**src/rtl/fetch_unit.sv**
```systemverilog
// Instruction fetch unit: single-word buffer between instruction memory and decode.
// Latency: 1 cycle from the ack edge to instr_valid; decode_ready=0 holds the word and blocks new fetches.
module fetch_unit #(
  parameter logic [25:0] RESET_PC = 26'h0000000
) (
  input  logic        clk,
  input  logic        rst_n,
  output logic        imem_req,
  output logic [25:0] imem_addr,
  input  logic [31:0] imem_rdata,
  input  logic        imem_ack,
  output logic [31:0] instruction,
  output logic        instr_valid,
  input  logic        decode_ready,
  input  logic        load_pc,
  input  logic [25:0] load_pc_val,
  input  logic        halt,
  output logic [25:0] pc,
  output logic [31:0] fetch_count
);

  localparam logic [1:0] IDLE   = 2'd0;
  localparam logic [1:0] FETCH  = 2'd1;
  localparam logic [1:0] HOLD   = 2'd2;
  localparam logic [1:0] HALTED = 2'd3;

  logic [1:0]  state_q, state_d;
  logic [25:0] pc_q, pc_d;
  logic [31:0] instr_q, instr_d;
  logic        valid_q, valid_d;
  logic [31:0] count_q, count_d;
  logic        consume;

  assign consume = valid_q & decode_ready;

  always_comb begin
    state_d = state_q;
    pc_d    = pc_q;
    instr_d = instr_q;
    valid_d = valid_q;
    count_d = count_q;
    case (state_q)
      IDLE: state_d = halt ? HALTED : FETCH;
      FETCH: begin
        if (imem_ack) begin
          instr_d = imem_rdata;
          valid_d = 1'b1;
          state_d = HOLD;
        end
      end
      HOLD: begin
        // Redirects only apply to the word being consumed.
        if (consume) begin
          valid_d = 1'b0;
          count_d = count_q + 32'd1;
          pc_d    = load_pc ? load_pc_val : pc_q + 26'd1;
          state_d = halt ? HALTED : FETCH;
        end
      end
      HALTED: begin
        if (!halt) state_d = FETCH;
      end
      default: state_d = IDLE;
    endcase
  end

  always_ff @(posedge clk or negedge rst_n) begin
    if (!rst_n) begin
      state_q <= IDLE;
      pc_q    <= RESET_PC;
      instr_q <= 32'h0;
      valid_q <= 1'b0;
      count_q <= 32'h0;
    end else begin
      state_q <= state_d;
      pc_q    <= pc_d;
      instr_q <= instr_d;
      valid_q <= valid_d;
      count_q <= count_d;
    end
  end

  assign imem_req    = (state_q == FETCH);
  assign imem_addr   = pc_q;
  assign pc          = pc_q;
  assign instruction = instr_q;
  assign instr_valid = valid_q;
  assign fetch_count = count_q;

endmodule

```
**config.mk**
```make
export PLATFORM = sky130hd
export DESIGN_NAME = fetch_unit
export DESIGN_NICKNAME = d
export VERILOG_FILES = /design/src/rtl/fetch_unit.sv
export SDC_FILE = /design/constraint.sdc
export NUM_CORES = 1
export LEC_CHECK = 0
export ABC_AREA = 0
export CORE_MARGIN = 1
export CORE_UTILIZATION = 30
export DETAILED_ROUTE_END_ITERATION = 10
export HOLD_SLACK_MARGIN = 0.06
export MAX_ROUTING_LAYER = met4
export PLACE_DENSITY = 0.64
export SYNTH_ARGS = -nofsm -noshare
export SYNTH_HDL_FRONTEND = slang
export SYNTH_SLANG_ARGS = --single-unit
```
**constraint.sdc**
```tcl
create_clock -name clk -period 3.64 [get_ports clk]
set_input_delay 0.364 -clock clk [delete_from_list [all_inputs] [get_ports clk]]
set_output_delay 0.364 -clock clk [all_outputs]
set_load 0.005 [all_outputs]
```
* After elaboration in Yosys (flattened, before gate mapping)
Cells that the tools add are included.
Operators by class: $add $sub $neg 2, eq/ne operators 6, mux-type cells 9, bitwise logic cells 1, reductions and logical operators 6
Operators with widths (number):
- $add A32 B1 Y32 const B | 1
- $add A26 B1 Y26 const B | 1
- $mux W26 | 1
- $mux W2 | 4
- $pmux W2 S4 | 1
- $reduce_and A3 Y1 | 2
- $eq A2 B2 Y1 const B | 2
- $ne A2 B2 Y1 const B | 2
- $reduce_and A2 Y1 | 2
- $eq A2 B1 Y1 const B | 1
- $logic_not A2 Y1 | 1
- $mux W1 | 2
- $ne A2 B1 Y1 const B | 1
- $pmux W1 S2 | 1
- $reduce_bool A2 Y1 | 1
- $and A1 B1 Y1 | 1
Word-level totals: register bits after elaboration 93, output and inout bits 118, word-level logic and storage cells 29

* Logic depth before layout (Yosys ltp)
Gate-level depths: netlist (run 1).
depth in word-level cells 3, depth in mapped cells 6, gate-level depth less buffers 5

* Worst setup path before layout (run 1)
No wires, ideal clock.
path kind register to register, start point register pc_q[0], in the netlist imem_addr[0], end point register pc_q[22], in the netlist imem_addr[22], setup time 127 ps, arrival time 1882 ps, required time 3513 ps, slack 1631 ps, cell stages (with the launch flop) 6, buffers on the path 0, period minus slack after synthesis 2009 ps, cell sequence dfrtp_1 -> ha_1 -> nand3_1 -> nor4_1 -> a311oi_1 -> nand3b_1
On the way: word-level cells in the longest chain between the ends 2
Ends and longest elaborated chain:
- start: declaration | RTL line 28 | logic [25:0] pc_q, pc_d;
- start signal: assignment | RTL line 76 | pc_q <= pc_d;
- $add A26 B1 Y26 | RTL line 56 | pc_d = load_pc ? load_pc_val : pc_q + 26'd1;
- $mux W26 | RTL line 56
Every way passes these cells. A chain may end at the register's enable or synchronous reset.

* Worst setup path in the final report (run 1)
start point register pc_q[0], in the netlist imem_addr[0], end point register pc_q[24], in the netlist imem_addr[24]
Same word-level chain as after synthesis.

==> results of run 1 <==
[cell families (layout without fill, tap and decap cells)]
logic type	Yosys count	in the layout
AND/OR/NAND/NOR	177	177
flip-flops	93	93
AO/OA/AOI/OAI	71	71
buffers and inverters	58	216
multiplexers	34	34
XOR/XNOR	31	31
adder cells (fa/ha/maj)	2	2
[synthesized netlist by cell type, types with 4 or more instances]
library cell  number  area share [%]
inv_1             10            0.78
mux2_2            32             7.5
buf_6              5             1.2
xor2_1            11             2.0
or3_1              4            0.52
buf_4             26             4.0
nor2_1            21             1.6
dfrtp_1           93              48
and3_1            15             1.9
nand4_1           21             2.7
o21ai_0           14             1.5
nor4_1             7            0.91
a22oi_1            4            0.62
nand3_1           27             2.8
and4_1             8             1.5
a21oi_1           17             1.8
o41ai_1            4            0.73
xnor2_1           20             3.6
nor3_1            17             1.8
clkbuf_1          15             1.2
a31oi_1            5            0.65
nand2_1           34             2.6
[metrics by stage]
step	hold slack (ps)	worst slack, ps	instances	power, mW	util, %
2_1_floorplan	68.4	1630	466	2.53	-
3_3_place_gp	439	1180	824	3.50	42.2
3_5_place_dp	444	1090	824	3.55	42.2
4_1_cts	62.2	1080	840	4.63	44.3
5_1_grt	92.0	755	840	4.84	44.3
6_report	29.3	1070	840	4.57	44.3
[critical path: stages (launching register included)]
cell and delay (ps):
dfrtp_1 490, ha_1 290, nand3_1 290, nor4_1 970, a311oi_1 200, nand3b_1 210
[sequential cells by signal, summed over array words and instances, names as in the netlist]
signal and count:
fetch_count 32, imem_addr 26, instr_valid 1, instruction 32
state_q 2
[power by group through the flow]
stage	combinational, mW	clock (mW)	sequential (mW)
final	1.78	1.05	1.74
after global routing	1.92	1.12	1.79
after CTS	1.81	1.08	1.74
after detailed placement	1.80	0	1.75
after global placement	1.77	0	1.74
after floorplan	0.840	0	1.69
[metal layers]
layer  share of wire (%)  global-route usage [%]  wire length (µm)
met1                  43                    20.8              5790
met2                  51                    27.8              6820
met3                 4.6                    2.87               627
met4                 1.9                    6.71               263
met5                   0                       -                 0
[final cells by class]
cell class | count | area [µm²]
repair buffers | 189 | 1860
multi-input cells | 315 | 2150
well taps | 216 | 270
clock buffers | 9 | 225
clock inverters | 7 | 108
flip-flops and latches | 93 | 2330
inverters | 11 | 41.3
fillers | 1520 | 8790
[path summary, 6_finish.rpt]
path                            cells past startpoint         endpoint  slack (ps)             from
min in group clk                                    1  fetch_count[31]         470  fetch_count[31]
worst max register to register                      5    imem_addr[24]        1070     imem_addr[0]
worst min-delay path                                1   fetch_count[7]          30            rst_n
max in group asynchronous                           2  instruction[19]        2790            rst_n
worst max-delay path                                5    imem_addr[24]        1070     imem_addr[0]
worst min register to register                      1  fetch_count[31]         470  fetch_count[31]
==> impl_metrics.py, run 1 <==
metrics = {
    "worst_setup_path": {
        "cp-end-kind": "flip-flop",
        "critPathLaunchType": "flip-flop",
        "crit_type": "flip-flop to flip-flop",
        "crit_required_ps": 3870,
        "arrival_ps": 2800,
        "crit_fanout": 9,
    },
    "pwr": {
        "p_clk_share_pct": 23.0,
        "power.leakage_nw": 2.84,
        "switchingPower_mw": 1.47,
        "swShare_pct": 32.1,
        "p_comb_share_pct": 39.0,
        "power_frac_seq_pct": 38.0,
        "peakVddDrop_mv": 0.258,
        "power_density_nw_per_um2": 655,
        "p_int_mw": 3.10,
    },
    "cts": {
        "postCtsHoldBufs": 0,
        "clk_latency_ps": 350,
        "clockRootBuffer": "clkbuf_16",
        "cts_setup_buffers": 0,
        "ctsResizeCount": 0,
        "cts_buffers": 9,
        "h-tree-depth": 3,
        "cts.sinks": 93,
        "clk_pin_slew_ps": 70,
        "tritoncts": "built",
        "max-clock-path-buffers": 2,
    },
    "synthesis": {
        "synth.area.mux_share_pct": 7.88,
        "synth_top_family_by_area": "simple AND/OR/NAND/NOR gates",
        "synth-simple-area-share_pct": 20.5,
        "syn-cell-area_um2": 4830,
        "synthArstFlopShare_pct": 100,
        "synth_edf_count": 0,
        "yosys_warnings": 0,
        "synth-main-ff-cell": "dfrtp_1",
        "synthDistinctLibCells": 55,
        "syn_nets": 532,
        "syn-mean-instance-area_um2": 10.4,
        "synthXorXnorAreaFrac_pct": 5.62,
        "synth_compound_area_share_pct": 9.90,
        "synth_fa_ha_area_share_pct": 0.518,
        "synth.yosys.seq_area_share_pct": 48.2,
        "ys_ff_latch": 93,
        "netlist_instances": 466,
    },
    "global_route": {
        "antenna_found_initial": 0,
        "grt_pass1_wl_um": 21100,
        "grt_overflow": 0,
        "first_global_vias": 4092,
        "grtUsageTotal_pct": 17.0,
        "grt_max_degree": 56,
    },
    "sta": {
        "maxSlewHeadroom_pct": 30.0,
        "fin_skew_ps": 9.87,
        "final.setup.tns_ps": 0,
        "setup_viol": 0,
        "fmax_mhz": 389,
        "tightest_slew_ps": 1040,
        "slew_viol_final": 0,
        "rsz0062_at_grt": "no",
        "fin_crit_sh_pct": 70.5,
        "hold_viol": 0,
        "finalCriticalPeriod_ps": 2570,
    },
    "detailed_routing": {
        "drt-total-wl_um": 13500,
        "viasPerCell": 5.01,
        "drtPass1Iterations": 4,
        "drc": 0,
        "wl_per_cell_um": 16.1,
        "ant_nets": 0,
        "via_count": 4206,
        "drt_iter0_drc": 221,
    },
    "die": {
        "die-area_um2": 16600,
        "io_pins": 182,
        "core_um2": 15800,
        "die_h_um": 129,
        "die_w_um": 129,
        "initial_core_util_pct": 30.6,
        "rows": 46,
    },
    "finish": {
        "areaGrowthSynthToFinish_pct": 44.6,
        "final_cell_mix": "clkdlybuf4s50_1, dfrtp_1, nand2_1",
        "stdcell_area_um2": 6980,
        "layout_commonest_cell": "clkdlybuf4s50_1",
        "fin_nets": 685,
        "diodes": 0,
        "drive_above_1_share_pct": 9.94,
    },
    "run": {
        "max_cap_viol_count": 0,
    },
    "status": {
        "status": "completed",
    },
    "place": {
        "io_buffer_count": 181,
        "place_area_um2": 6650,
        "hpwl_um": 9870,
        "globalplace.congestion": 0.880,
    },
    "worst_hold_path": {
        "hp-class": "input pin to asynchronous set/reset pin",
    },
}
Power figures use the tool's default switching activity.
==> run 2: changes to the inputs <==
--- a/config.mk
+++ b/config.mk
@@ -11,7 +11,7 @@
 export DETAILED_ROUTE_END_ITERATION = 10
 export HOLD_SLACK_MARGIN = 0.06
 export MAX_ROUTING_LAYER = met4
-export PLACE_DENSITY = 0.64
+export PLACE_DENSITY = 0.66
 export SYNTH_ARGS = -nofsm -noshare
 export SYNTH_HDL_FRONTEND = slang
 export SYNTH_SLANG_ARGS = --single-unit
==> constraint.sdc (replaced) <==
create_clock -name clk -period 2.25 [get_ports clk]
set_input_delay 0.225 -clock clk [delete_from_list [all_inputs] [get_ports clk]]
set_output_delay 0.225 -clock clk [all_outputs]
set_load 0.005 [all_outputs]
==> run 2 against run 1 <==
Total power grew 61%. Die area is the same. Worst setup slack lost 870 ps. Wire length grew 0.29%. Hold slack gained 390 ps. Largest cell class unchanged. Clock skew shrank 1.4 ps. Non-clock buffer count grew 13. Clock power grew 50%. Register-to-register slack lost 870 ps. Global-route usage shrank 0.12 points.
==> impl_metrics.py, run 2 (synthesized netlist as in run 1, its figures left out) <==
metrics = {
    "status": {
        "status": "completed",
    },
    "cts": {
        "h-tree-depth": 3,
        "clk_pin_slew_ps": 70,
        "max-clock-path-buffers": 2,
        "clk_latency_ps": 350,
        "cts_buffers": 9,
        "tritoncts": "built",
        "ctsResizeCount": 0,
        "clockRootBuffer": "clkbuf_16",
        "cts.sinks": 93,
    },
    "finish": {
        "areaGrowthSynthToFinish_pct": 47.1,
        "stdcell_area_um2": 7100,
        "fin_nets": 698,
        "layout_commonest_cell": "clkdlybuf4s50_1",
        "num-fill-cells": 1534,
        "diodes": 0,
        "fin_util_pct": 45.0,
        "drive_above_1_share_pct": 11.5,
        "final_cell_mix": "clkdlybuf4s50_1, dfrtp_1, nand2_1",
    },
    "worst_setup_path": {
        "crit_path_start": "imem_addr[0]",
        "endpoint": "imem_addr[15]",
        "reg2regPathDepth": 4,
        "crit_type": "flip-flop to flip-flop",
        "cp-end-kind": "flip-flop",
        "crit_cells": 4,
        "ff2ff_setup_slack_ps": 200,
        "cpPeakStageDelay_ps": 640,
        "cp_num_buf_inv": 0,
        "r2r_start": "imem_addr[0]",
        "critPathLaunchType": "flip-flop",
        "arrival_ps": 2280,
        "slowest_stage": "or4_1",
        "crit_required_ps": 2480,
        "crit_fanout": 9,
        "crit_family": "simple AND/OR/NAND/NOR gates",
        "r2r_end": "imem_addr[15]",
        "cp_cell_sequence": "nand2_1, or4_1, or2_0, o311a_1",
    },
    "die": {
        "die_h_um": 129,
        "die-area_um2": 16600,
        "core_um2": 15800,
        "rows": 46,
        "initial_core_util_pct": 30.6,
        "die_w_um": 129,
        "io_pins": 182,
    },
    "sta": {
        "fmax_mhz": 488,
        "hold_viol": 0,
        "fin_crit_sh_pct": 91.2,
        "maxSlewHeadroom_pct": 66.7,
        "fin_skew_ps": 8.47,
        "tightest_slew_ps": 495,
        "final.setup.tns_ps": 0,
        "setup_viol": 0,
        "slew_viol_final": 0,
        "whs_ps": 418,
        "rsz0062_at_grt": "no",
        "finalCriticalPeriod_ps": 2050,
    },
    "detailed_routing": {
        "drt-total-wl_um": 13500,
        "via_count": 4257,
        "viasPerCell": 4.99,
        "drc": 0,
        "ant_nets": 0,
        "wl_per_cell_um": 15.9,
        "drt_iter0_drc": 201,
        "drtPass1Iterations": 4,
    },
    "place": {
        "globalplace.congestion": 0.861,
        "hpwl_um": 9790,
        "place_area_um2": 6780,
        "io_buffer_count": 181,
    },
    "global_route": {
        "grtUsageTotal_pct": 16.9,
        "grt_overflow": 0,
        "grt_pass1_wl_um": 21200,
        "grt_max_degree": 64,
        "first_global_vias": 4109,
        "antenna_found_initial": 0,
    },
    "pwr": {
        "peakVddDrop_mv": 0.494,
        "power.leakage_nw": 2.91,
        "power_density_nw_per_um2": 1040,
    },
    "run": {
        "max_cap_viol_count": 0,
    },
    "worst_hold_path": {
        "hp-class": "input pin to asynchronous set/reset pin",
    },
}
run 2: timing repair:
action / CTS / global route
setup buffers: 0 / 0
hold buffers: 1 / 0
endpoints found under the hold margin: 30 / 0
run 2: final cells by class:
class | count | area (µm²) | share of cell area (%)
clock buffers | 10 | 239 | 3.37
clock inverters | 6 | 68.8 | 0.969
inverters | 11 | 41.3 | 0.581
multi-input cells | 315 | 2150 | 30.2
flip-flops and latches | 93 | 2330 | 32.8
well taps | 216 | 270 | 3.81
repair buffers | 202 | 2010 | 28.3
run 2: worst min path at each step:
| stage | start | end | slack, ps | cells after the start |
|---|---|---|---|---|
| floorplan | rst_n | fetch_count[0] | -70 | 0 |
| global placement | rst_n | imem_addr[13] | 210 | 1 |
| detailed placement | rst_n | imem_addr[13] | 220 | 1 |
| CTS | rst_n | imem_addr[13] | 430 | 2 |
| global route | rst_n | imem_addr[13] | 460 | 2 |
| finish | rst_n | imem_addr[16] | 420 | 2 |
run 2: metal layers:
metal  global-route usage, %  up-vias  routed length [µm]
li1                        -     2016                   -
met1                    21.1     2063                5940
met2                    26.9      165                6700
met3                    3.78       13                 761
met4                    5.54        0                 135
met5                       -        -                   0
run 2: metrics by stage:
stage / power, mW / std cells / setup WS (ps)
floorplan: 4.09 / 466 / 241
global placement: 5.76 / 836 / 185
detailed placement: 5.83 / 836 / 189
CTS: 7.45 / 853 / 214
global route: 7.82 / 853 / 111
finish: 7.37 / 853 / 199
run 2: power breakdown:
group          leakage (nW)  switching [mW]  internal (mW)  total [mW]
clock network         0.149           0.684          0.900        1.58
logic                  1.62            1.13           1.91        3.04
registers              1.14           0.547           2.20        2.74
total                  2.91            2.36           5.01        7.37
